[config.mk]
export PLATFORM = sky130hd
export DESIGN_NAME = hazard_ctrl
export DESIGN_NICKNAME = d
export VERILOG_FILES = /design/src/rtl/hazard_ctrl.sv
export SDC_FILE = /design/constraint.sdc
export NUM_CORES = 1
export LEC_CHECK = 0
export CAP_MARGIN = 20
export CELL_PAD_IN_SITES_DETAIL_PLACEMENT = 0
export CELL_PAD_IN_SITES_GLOBAL_PLACEMENT = 1
export CORE_ASPECT_RATIO = 1.75
export CORE_MARGIN = 4
export CORE_UTILIZATION = 36
export CTS_CLUSTER_SIZE = 14
export DETAILED_ROUTE_END_ITERATION = 8
export PLACE_DENSITY = 0.74
export SYNTH_ARGS = -nofsm -noshare
export SYNTH_HDL_FRONTEND = slang
export SYNTH_SLANG_ARGS = --single-unit
export TNS_END_PERCENT = 100
[constraint.sdc]
create_clock -name clk -period 2.2 [get_ports clk]
set_input_delay 0.44 -clock clk [delete_from_list [all_inputs] [get_ports clk]]
set_output_delay 0.44 -clock clk [all_outputs]
set_load 0.005 [all_outputs]
[src/rtl/hazard_ctrl.sv]
// Pipeline hazard controller: load-use stall, taken-branch flush and data-memory wait freeze.
// A memory access that never completes escalates to a sticky ERROR state left only by reset.
module hazard_ctrl #(
  parameter int MEM_TIMEOUT = 255,
  parameter int STALL_CNT_W = 16
) (
  input  logic                   clk,
  input  logic                   rst_n,
  input  logic [2:0]             if_id_rs,
  input  logic [2:0]             if_id_rt,
  input  logic                   if_id_uses_rt,
  input  logic                   id_ex_mem_read,
  input  logic [2:0]             id_ex_rd,
  input  logic                   branch_taken,
  input  logic                   dmem_req,
  input  logic                   dmem_ready,
  output logic                   pc_write,
  output logic                   if_id_write,
  output logic                   id_ex_bubble,
  output logic                   if_id_flush,
  output logic                   pipe_freeze,
  output logic                   mem_timeout,
  output logic [STALL_CNT_W-1:0] stall_cycles
);

  typedef enum logic [1:0] {RUN = 2'd0, MEM_WAIT = 2'd1, ERROR = 2'd2} state_e;

  localparam logic [7:0] TIMEOUT = 8'(MEM_TIMEOUT);

  state_e                 r_state;
  logic [7:0]             r_wait_cnt;
  logic [STALL_CNT_W-1:0] r_stall_cycles;
  logic                   r_mem_timeout;
  logic                   w_freeze;
  logic                   w_load_use;

  always_comb begin
    w_freeze = 1'b1;
    case (r_state)
      RUN:      w_freeze = dmem_req & ~dmem_ready;
      MEM_WAIT: w_freeze = ~dmem_ready;
      default:  w_freeze = 1'b1;
    endcase
  end

  assign w_load_use = id_ex_mem_read & (id_ex_rd != 3'd0) &
                      ((id_ex_rd == if_id_rs) | (if_id_uses_rt & (id_ex_rd == if_id_rt)));

  // Outputs are forced to the held-pipeline pattern while reset is low, independent of clk.
  always_comb begin
    pc_write     = 1'b0;
    if_id_write  = 1'b0;
    id_ex_bubble = 1'b0;
    if_id_flush  = 1'b0;
    pipe_freeze  = 1'b0;
    if (rst_n) begin
      if (w_freeze) begin
        pipe_freeze  = 1'b1;
      end else if (branch_taken) begin
        pc_write     = 1'b1;
        if_id_write  = 1'b1;
        if_id_flush  = 1'b1;
        id_ex_bubble = 1'b1;
      end else if (w_load_use) begin
        id_ex_bubble = 1'b1;
      end else begin
        pc_write     = 1'b1;
        if_id_write  = 1'b1;
      end
    end
  end

  always_ff @(posedge clk or negedge rst_n) begin
    if (!rst_n) begin
      r_state        <= RUN;
      r_wait_cnt     <= 8'd0;
      r_stall_cycles <= '0;
      r_mem_timeout  <= 1'b0;
    end else begin
      if (!pc_write && (r_stall_cycles != '1))
        r_stall_cycles <= r_stall_cycles + STALL_CNT_W'(1);
      case (r_state)
        RUN: begin
          if (dmem_req && !dmem_ready) begin
            r_state    <= MEM_WAIT;
            r_wait_cnt <= 8'd1;
          end
        end
        MEM_WAIT: begin
          if (dmem_ready) begin
            r_state    <= RUN;
            r_wait_cnt <= 8'd0;
          end else if (r_wait_cnt == TIMEOUT) begin
            r_state       <= ERROR;
            r_mem_timeout <= 1'b1;
          end else begin
            r_wait_cnt <= r_wait_cnt + 8'd1;
          end
        end
        ERROR:   r_mem_timeout <= 1'b1;
        default: r_state <= RUN;
      endcase
    end
  end

  assign mem_timeout  = r_mem_timeout;
  assign stall_cycles = r_stall_cycles;

endmodule
==> reports/metrics.yaml, run 1 <==
grt:
  grt_pass1_vias: 1369
  grt_pass1_wl_um: 6423
  track_usage_pct: 15.42
  grt_max_degree: 28
  antenna_found_initial: 0
  gr-total-overflow: 0
drt:
  dr.max_layer_used: "met4"
  dr.pass1.iters: 4
  drt-initial-drc-count: 25
  wl_met2_um: 2027
  via_per_inst: 5.063
  vias: 1286
  ant_nets: 0
  route.detailed.drc: 0
  dr_wl_met3_um: 156
  avgRoutedWirePerCell_um: 14.83
  drt-met1-wl_um: 1505
  routed_wl_um: 3768
placed_design:
  port_buffers: 37
  place_congestion: 0.7948
  hpwlAfterDp_um: 2790
  dp_slack_ns: -0.4372
synth:
  synth_cells: 152
  synth-xor-area-share_pct: 14.72
  synthMuxAreaShare_pct: 1.514
  synth_top_family_by_area: "simple AND/OR/NAND/NOR gates"
  syn-cell-area_um2: 1488
  syn_avg_cell_area_um2: 9.787
  synth_fp_nets: 170
  ys_seq_area_share_pct: 45.42
  yosys_register_bits: 27
  yosysWarningCount: 0
  yosys.area_share.adder_pct: 1.682
  synth-simple-area-share_pct: 22.79
  synth_compound_area_share_pct: 9.588
  netlist-cell-type-count: 34
floorplan:
  die_w_um: 56.60
  coreArea_um2: 3941
  die_h_um: 93.04
  die_area_um2: 5266
  num_io_pins: 38
  num_rows: 30
  initial_core_util_pct: 37.75
clocking:
  cts_tree: "done"
  cts-buffers-inserted: 3
  htreeDepth: 1
  clockBufferDepth: 2
  postCtsHoldBufs: 0
  cts.sinks: 27
  clk_latency_ns: 0.27
  clkTransAtPathRegs_ns: 0.09
  root_buffer: "clkbuf_8"
final_layout:
  fin_nets: 225
  area_growth_pct: 42.47
  register_area_um2: 675.6
  n_fill_cell: 394
  antenna_cells: 0
  utilization_pct: 53.78
  multi_input_area_um2: 822.0
  drive_above_1_share_pct: 20.87
outcome:
  status: "completed"
critical_path:
  worstPathRequired_ns: 1.76
  r2r_setup_slack_ns: 0.28
  setup.worst_path.end_class: "output pin"
  r2r_start: "stall_cycles[4]"
  reg2reg_depth: 7
  cp_max_fo: 3
  startpoint: "if_id_rs[0]"
  crit_arrival_ns: 1.69
  cpPeakStageDelay_ns: 0.47
  cp_cell_sequence: "clkdlybuf4s50_1, xnor2_1, nand3_2, a211oi_2, buf_4, nor2_4, buf_2"
  critPathCapture: "if_id_write"
  r2r-end: "stall_cycles[2]"
  cp-start-kind: "input pin"
  critical_path_class: "input pin to output pin"
  crit_slowest_cell: "clkdlybuf4s50_1"
timing:
  fin_crit_sh_pct: 96.99
  fmax_mhz: 468.7
  slew_headroom_pct: 73.66
  setup_viol: 0
  finalHoldViolations: 0
  setup_tns_ns: 0
  fin_crit_ns: 2.134
  finalMaxSlewViolations: 0
  clock_skew_ns: 0.003391
  finalWorstSetupSlack_ns: 0.06622
  worst_slew_pin_slew_ns: 0.3951
power_and_ir_drop:
  power_frac_comb_pct: 33.2
  p_sw_share_pct: 31.73
  clockPowerShare_pct: 20.1
  internal_power_w: 0.0009739
  p_leak_nw: 0.9743
  p_switching_w: 0.0004527
  ir_drop_mv: 0.5614
  seq_power_share_pct: 46.7
  cellPowerDensity_nw_per_um2: 673.1
run:
  maxCapViolations: 0
hold_path:
  hold_path_class: "flip-flop to flip-flop"
-- area by class of cell --
class	instances	area share, %
inverters	9	1.594
flip-flops and latches	27	31.88
multi-input cells	114	38.78
clock inverters	1	0.2361
clock buffers	3	1.948
repair buffers	52	22.73
well taps	48	2.834
-- what timing repair did --
item	4_1_cts	5_1_grt
setup endpoints to repair	7	17
gates cloned	1	0
resized for setup	18	15
hold endpoints to repair	0	0
setup buffers	1	1
pin swaps	7	7
-- state kept, by name (all words and copies together) (netlist names) --
register,count
r_state,2
stall_cycles,16
mem_timeout,1
r_wait_cnt,8
-- layout by cell type, fill, tap and decap left out, drive strengths merged, types with 2 or more instances in the layout --
| master | n |
|---|---|
| ha | 2 |
| and3 | 2 |
| xor2 | 15 |
| dlygate4sd2 | 5 |
| nor4 | 3 |
| o22ai | 4 |
| nand4 | 6 |
| clkbuf | 5 |
| dfrtp | 27 |
| xnor2 | 10 |
| buf | 16 |
| inv | 9 |
| nor3 | 6 |
| nand2 | 13 |
| dlymetal6s2s | 5 |
| nor2 | 19 |
| mux2 | 2 |
| nor2b | 2 |
| nand3 | 11 |
| or2 | 2 |
| o21ai | 3 |
| a21oi | 8 |
| clkdlybuf4s50 | 24 |
-- logic make-up (layout without fill, tap and decap cells) --
kind of cell	Yosys count	in the layout
xor+xnor	25	25
flops	27	27
simple gates	65	65
mux	2	2
compound gates	19	20
fa+ha+maj	2	2
buf+inv	12	65
-- through the flow --
| step | cells | hold WS (ns) | power [W] | cell area, µm² |
|---|---|---|---|---|
| 4_1_cts | 253 | 0.4830 | 0.001439 | 2062 |
| 6_report | 254 | 0.4821 | 0.001427 | 2120 |
| 2_1_floorplan | 152 | 0.1444 | 0.0008696 | 1488 |
| 3_3_place_gp | 247 | 0.4507 | 0.001119 | 1986 |
| 3_5_place_dp | 247 | 0.4595 | 0.001144 | 1986 |
| 5_1_grt | 254 | 0.5003 | 0.001521 | 2120 |
-- synthesized netlist by cell type (all sizes together) --
| library cell | instances | share of area (%) |
|---|---|---|
| nand4 | 6 | 2.5 |
| buf | 3 | 2.0 |
| nor2b | 2 | 0.84 |
| a211oi | 1 | 0.84 |
| inv | 9 | 2.3 |
| or2 | 2 | 1.0 |
| or3 | 1 | 0.42 |
| ha | 2 | 1.7 |
| o211ai | 1 | 0.50 |
| xnor2 | 10 | 5.9 |
| nor3 | 6 | 3.1 |
| xor2 | 15 | 8.8 |
| nand3 | 11 | 3.7 |
| dfrtp | 27 | 45 |
| and3 | 2 | 0.84 |
| a21oi | 8 | 3.4 |
| o31ai | 1 | 0.50 |
| nor2 | 19 | 4.8 |
| o21ai | 3 | 1.0 |
| a41oi | 1 | 0.59 |
| o21a | 1 | 0.50 |
| mux2 | 2 | 1.5 |
| nor4 | 3 | 2.1 |
| nand2 | 13 | 3.4 |
| o22ai | 3 | 2.2 |
-- critical path, delay by kind of cell --
| kind | cells | cell delay (ns) |
|---|---|---|
| xor gates and xnor gates | 1 | 0.13 |
| and+or+nand+nor | 2 | 0.14 |
| buffers and inverters | 3 | 0.75 |
| AOI/OAI and AO/OA | 1 | 0.24 |
-- power groups by stage --
| stage | clock [W] | sequential [W] | combinational, W |
|---|---|---|---|
| 2_1_floorplan | 0 | 0.000670 | 0.000200 |
| 3_3_place_gp | 0 | 0.000670 | 0.000449 |
| 3_5_place_dp | 0 | 0.000677 | 0.000467 |
| 4_1_cts | 0.000298 | 0.000667 | 0.000474 |
| 5_1_grt | 0.000318 | 0.000685 | 0.000519 |
| 6_report | 0.000287 | 0.000667 | 0.000473 |
-- metal layers --
metal	track usage (%)	vias to the layer above
met3	2.762	6
met4	4.950	0
met5	0	-
met2	28.09	36
li1	-	629
met1	17.82	615
-- worst min path at each step --
stage / start / to / cells after the start
3_5_place_dp: mem_timeout / mem_timeout / 1
5_1_grt: mem_timeout / mem_timeout / 1
4_1_cts: mem_timeout / mem_timeout / 1
3_3_place_gp: mem_timeout / mem_timeout / 1
2_1_floorplan: rst_n / mem_timeout / 0
6_report: mem_timeout / mem_timeout / 1
Note: power is estimated with default switching activity, not from simulation.
==> run 2: changes to the inputs <==
CTS_CLUSTER_DIAMETER = 30   (was default)
==> results of run 2 <==
Final layout, timing and power as in run 1 (identical DEF).
==> run 3: changes to the inputs <==
CORE_MARGIN = default   (was 4)
==> run 3 against run 2 <==
- clock power about the same
- via count down 0.47%
- fmax down 0.87%
- setup slack worse by 0.019 ns
- critical endpoint is now pc_write
- register-to-register slack better by 0.05 ns
- cell count up 0.39%
- critical path type unchanged
- sequential power about the same
- flip-flop and latch count unchanged
==> reports/metrics.yaml, run 3 (synthesized netlist as in run 1, its figures left out) <==
timing:
  fin_crit_sh_pct: 97.84
  finalMaxSlewViolations: 0
  rsz0062_at_grt: "no"
  finalHoldViolations: 0
  finalWorstSetupSlack_ns: 0.04754
  clock_skew_ns: 0.01088
  fin_crit_ns: 2.152
  setup_viol: 0
  fmax_mhz: 464.6
  worst_slew_pin_slew_ns: 0.3693
  slew_headroom_pct: 75.38
drt:
  route.detailed.drc: 0
  ant_nets: 0
  vias: 1280
  via_per_inst: 5.020
  routed_wl_um: 3524
  dr.pass1.iters: 4
  drt-initial-drc-count: 17
  avgRoutedWirePerCell_um: 13.82
final_layout:
  register_area_um2: 675.6
  antenna_cells: 0
  utilization_pct: 53.72
  multi_input_area_um2: 797.0
  drive_above_1_share_pct: 19.81
  final_common_cell: "dfrtp_1"
  n_fill_cell: 392
  fin_nets: 226
  layout_common_cells: "dfrtp_1, clkdlybuf4s50_1, nor2_1"
  area_growth_pct: 40.96
  largest_register_ff_count: 16
floorplan:
  die_h_um: 87.04
  die_w_um: 50.60
  die_area_um2: 4404
  num_io_pins: 38
  coreArea_um2: 3904
  num_rows: 30
  initial_core_util_pct: 38.11
critical_path:
  cpPeakStageDelay_ns: 0.47
  cp_max_fo: 3
  r2r_start: "r_state[0]"
  worstPathRequired_ns: 1.76
  startpoint: "if_id_rs[0]"
  setup.worst_path.end_class: "output pin"
  cp_cell_sequence: "clkdlybuf4s50_1, xnor2_1, nand3_1, a211oi_2, buf_4, nor2_4, buf_2"
  path_buf_inv: 3
  crit_slowest_cell: "clkdlybuf4s50_1"
  crit_arrival_ns: 1.71
  crit_family: "buffers and inverters"
  critical_path_class: "input pin to output pin"
  cp-start-kind: "input pin"
grt:
  gr-total-overflow: 0
  track_usage_pct: 17.66
  grt_pass1_wl_um: 5837
  grt_pass1_vias: 1337
  grt_max_degree: 27
  antenna_found_initial: 0
placed_design:
  port_buffers: 37
  dp_slack_ns: -0.3533
  place_congestion: 0.8078
  hpwlAfterDp_um: 2737
clocking:
  cts-buffers-inserted: 3
  htreeDepth: 1
  clk_latency_ns: 0.28
  cts_tree: "done"
  postCtsHoldBufs: 0
  clkTransAtPathRegs_ns: 0.09
  cts.sinks: 27
  clockBufferDepth: 2
  root_buffer: "clkbuf_8"
power_and_ir_drop:
  power_w: 0.001412
  cellPowerDensity_nw_per_um2: 673.5
  p_leak_nw: 0.9527
  ir_drop_mv: 0.5059
outcome:
  status: "completed"
run:
  maxCapViolations: 0
hold_path:
  hold_start: "mem_timeout"
  hold_path_class: "flip-flop to flip-flop"
## run 3: changes by cell type in the layout (fill, tap and decap cells not counted), moves of 2 or more
cell and delta:
nor4_4 +2, buf_4 +4, xnor2_1 +2, nor4_2 -2, xnor2_2 -2, buf_6 -2
## run 3: final timing paths
check	end	slack, ns	depth (start not counted)
hold reg to reg	mem_timeout	0.48	1
hold / removal	mem_timeout	0.48	1
setup reg to reg	stall_cycles[1]	0.33	7
max in group asynchronous	stall_cycles[2]	1.31	2
setup / recovery	pc_write	0.05	7
min in group asynchronous	mem_timeout	0.51	2
## run 3: layout make-up
class / count / area share (%)
flip-flops and latches: 27 / 32.22
multi-input cells: 113 / 38.01
clock inverters: 1 / 0.3580
well taps: 48 / 2.864
repair buffers: 54 / 22.97
clock buffers: 3 / 1.969
inverters: 9 / 1.611
## run 3: through the flow
stage               hold WS (ns)  instance area [µm²]  cells  setup TNS (ns)
global placement          0.4586                 2001    249          -3.083
finish                    0.4828                 2097    255               0
floorplan                 0.1444                 1488    152               0
detailed placement        0.4648                 2001    249          -4.240
CTS                       0.4896                 2074    254        -0.07782
global route              0.5035                 2097    255               0
## run 3: worst register-to-register path, stage by stage, from the launching register on
cell and delay, ns:
dfrtp_1 0.39, or2_4 0.27, a21oi_4 0.16, nand2_2 0.10, buf_4 0.16, o22ai_4 0.20, buf_4 0.17, mux2_1 0.31
## run 3: what timing repair did
| item | CTS | global route |
|---|---|---|
| endpoints found under the setup margin | 6 | 14 |
| resized for setup | 18 | 12 |
| setup buffers | 1 | 1 |
| pin swaps | 11 | 9 |
## run 3: report_power, final
group | leakage, nW | switching (W) | internal [W]
clock network | 0.0217 | 0.000157 | 0.000129
logic | 0.584 | 0.000195 | 0.000264
registers | 0.347 | 0.0000904 | 0.000577
total | 0.953 | 0.000443 | 0.000970
## run 3: per-layer routing
layer	vias to the layer above	GRT usage [%]	part of all wire (%)
met5	-	0	0
met1	618	17.96	36
met3	9	3.839	3.7
li1	629	-	-
met4	0	8.586	2.6
met2	24	32.97	58
==> edit (config.mk and constraints of run 1) <==
Put one more register stage on the output `mem_timeout`, cleared by the reset. The value now appears one clock later. The other outputs are not delayed to match.
--- a/src/rtl/hazard_ctrl.sv
+++ b/src/rtl/hazard_ctrl.sv
@@ -103,7 +103,13 @@
     end
   end
 
-  assign mem_timeout  = r_mem_timeout;
+  always_ff @(posedge clk or negedge rst_n) begin
+    if (!rst_n) begin
+      mem_timeout <= '0;
+    end else begin
+      mem_timeout <= r_mem_timeout;
+    end
+  end
   assign stall_cycles = r_stall_cycles;
 
 endmodule
Function: same outputs for any inputs over 10 cycles, from zero or initial values and one cycle with rst_n low; that may be too few to reach the edited logic, so the function may still have changed.
==> edit against run 1 <==
Final cell count increased by 0.39%; total power increased by 5.2%; fmax increased by 1.9%; worst setup slack improved by 39 ps; count of clock-buffer cells in the layout unchanged; cell area increased by 0.30%; synthesized cell count decreased by 5.9%; synthesized area decreased by 2.9%; sequential cell count increased by 1; core utilization increased by 1.2 points; wire length decreased by 4.4%; critical path depth increased by 2; highest routed layer unchanged.
==> edit: results (changes against run 1) <==
Layout
  • Final net count: 226 (+0.44%)
  • Number of fillers in the final layout: 364 (-7.6%)

Synth
  • Leading cell types by total area after synthesis: sky130_fd_sc_hd__dfrtp_1 (48%), sky130_fd_sc_hd__xnor2_1 (7.9%), sky130_fd_sc_hd__xor2_1 (7.3%), sky130_fd_sc_hd__nor2_1 (4.2%), sky130_fd_sc_hd__nand2_1 (3.6%)
  • Post-synthesis cell type count: 32 (-5.9%)
  • Post-Synthesis Net Count: 161 (-5.3%)

Timing
  • Clock Skews: 11.47 ps (+8.083 ps)
  • Measured slew at the worst slew-check pin: 390.9 ps (-4.158 ps)

Pwr
  • Worst-case vdd ir drop: 0.6350 mV (+13%)

Detailed routing
  • Met3 wirelength from detailed routing: 207 µm (+33%)
  • Met2 routed WL: 1.852 mm (-8.6%)
  • Via density: 5.071 (+0.15%)
  • Routed met1 length: 1.453 mm (-3.5%)

Hold path
  • Worst Hold Class: input pin to asynchronous set/reset pin

Setup path
  • Setup slack of the worst register-to-register path: 180 ps (-100 ps)
  • Launching instance or port of the critical path: if_id_rt[1]
  • Maximum fanout along the worst path: 2 (-1)
  • Worst flop-to-flop path endpoint: stall_cycles[0]$_DFFE_PN0P_

Global routing
  • Total Routing Usage GR: 0.1528 (-0.001424)
  • Global routing met3 resource utilization: 0.03803 (+0.01040)
  • Maximum number of pins on one net before global-route repair: 23 (-18%)
  • Number of global-route vias before repair: 1363 (-0.44%)
  • Met1 layer usage reported by global route: 0.1699 (-0.008237)

Status
  • Result of the run: completed

Placed design
  • Detail Placement HPWL: 2.634 mm (-5.6%)
  • Weighted congestion at the end of routability-driven global placement: 0.8761 (+10%)
  • Post-DP Area: 1958 µm² (-1.4%)
-- edit: repair_timing --
action | 4_1_cts | 5_1_grt
resized for setup | 19 | 14
pin swaps | 9 | 12
endpoints found under the setup margin | 5 | 19
gates cloned | 0 | 0
buffers inserted | 9 | 5
-- edit: critical path, stage by stage --
cell and delay [ps]:
sky130_fd_sc_hd__dlygate4sd2_1 250, sky130_fd_sc_hd__xnor2_1 160, sky130_fd_sc_hd__nand4_1 150, sky130_fd_sc_hd__buf_4 170
sky130_fd_sc_hd__buf_4 120, sky130_fd_sc_hd__a21oi_1 110, sky130_fd_sc_hd__nor2_1 60, sky130_fd_sc_hd__nor2_1 80
sky130_fd_sc_hd__clkbuf_2 120
-- edit: per-stage QoR --
step | setup slack [ps] | hold slack [ps] | std cells
finish | 105.3 | 251.5 | 255
global route | -10.23 | 263.7 | 255
CTS | 5.881 | 253.7 | 252
detailed placement | -355.3 | 371.2 | 239
global placement | -304.6 | 357.1 | 239
floorplan | 380.0 | 144.4 | 143
-- edit: kinds of logic after synthesis --
group                      synth area share
and+or+nand+nor                      0.2338
DFF                                  0.4848
xor gates and xnor gates             0.1515
AOI/OAI and AO/OA                   0.08917
buffers and inverters               0.01558
adders and majority gates           0.01731
muxes                              0.007792
-- edit: cell type report --
cell class | instances | area, µm² | area share
tap | 48 | 60.06 | 0.02825
clock inverter | 1 | 30.03 | 0.01413
inverter | 4 | 15.01 | 0.007063
multi-input combinational | 110 | 763.2 | 0.3590
clock buffer | 3 | 41.29 | 0.01942
timing repair buffer | 61 | 515.5 | 0.2425
sequential | 28 | 700.7 | 0.3296
-- edit: power breakdown --
part	switching, mW	internal [mW]	total (mW)	leakage, nW
clock	0.169	0.244	0.413	0.0357
combinational	0.160	0.248	0.408	0.570
sequential	0.0905	0.589	0.679	0.353
total	0.420	1.08	1.50	0.958
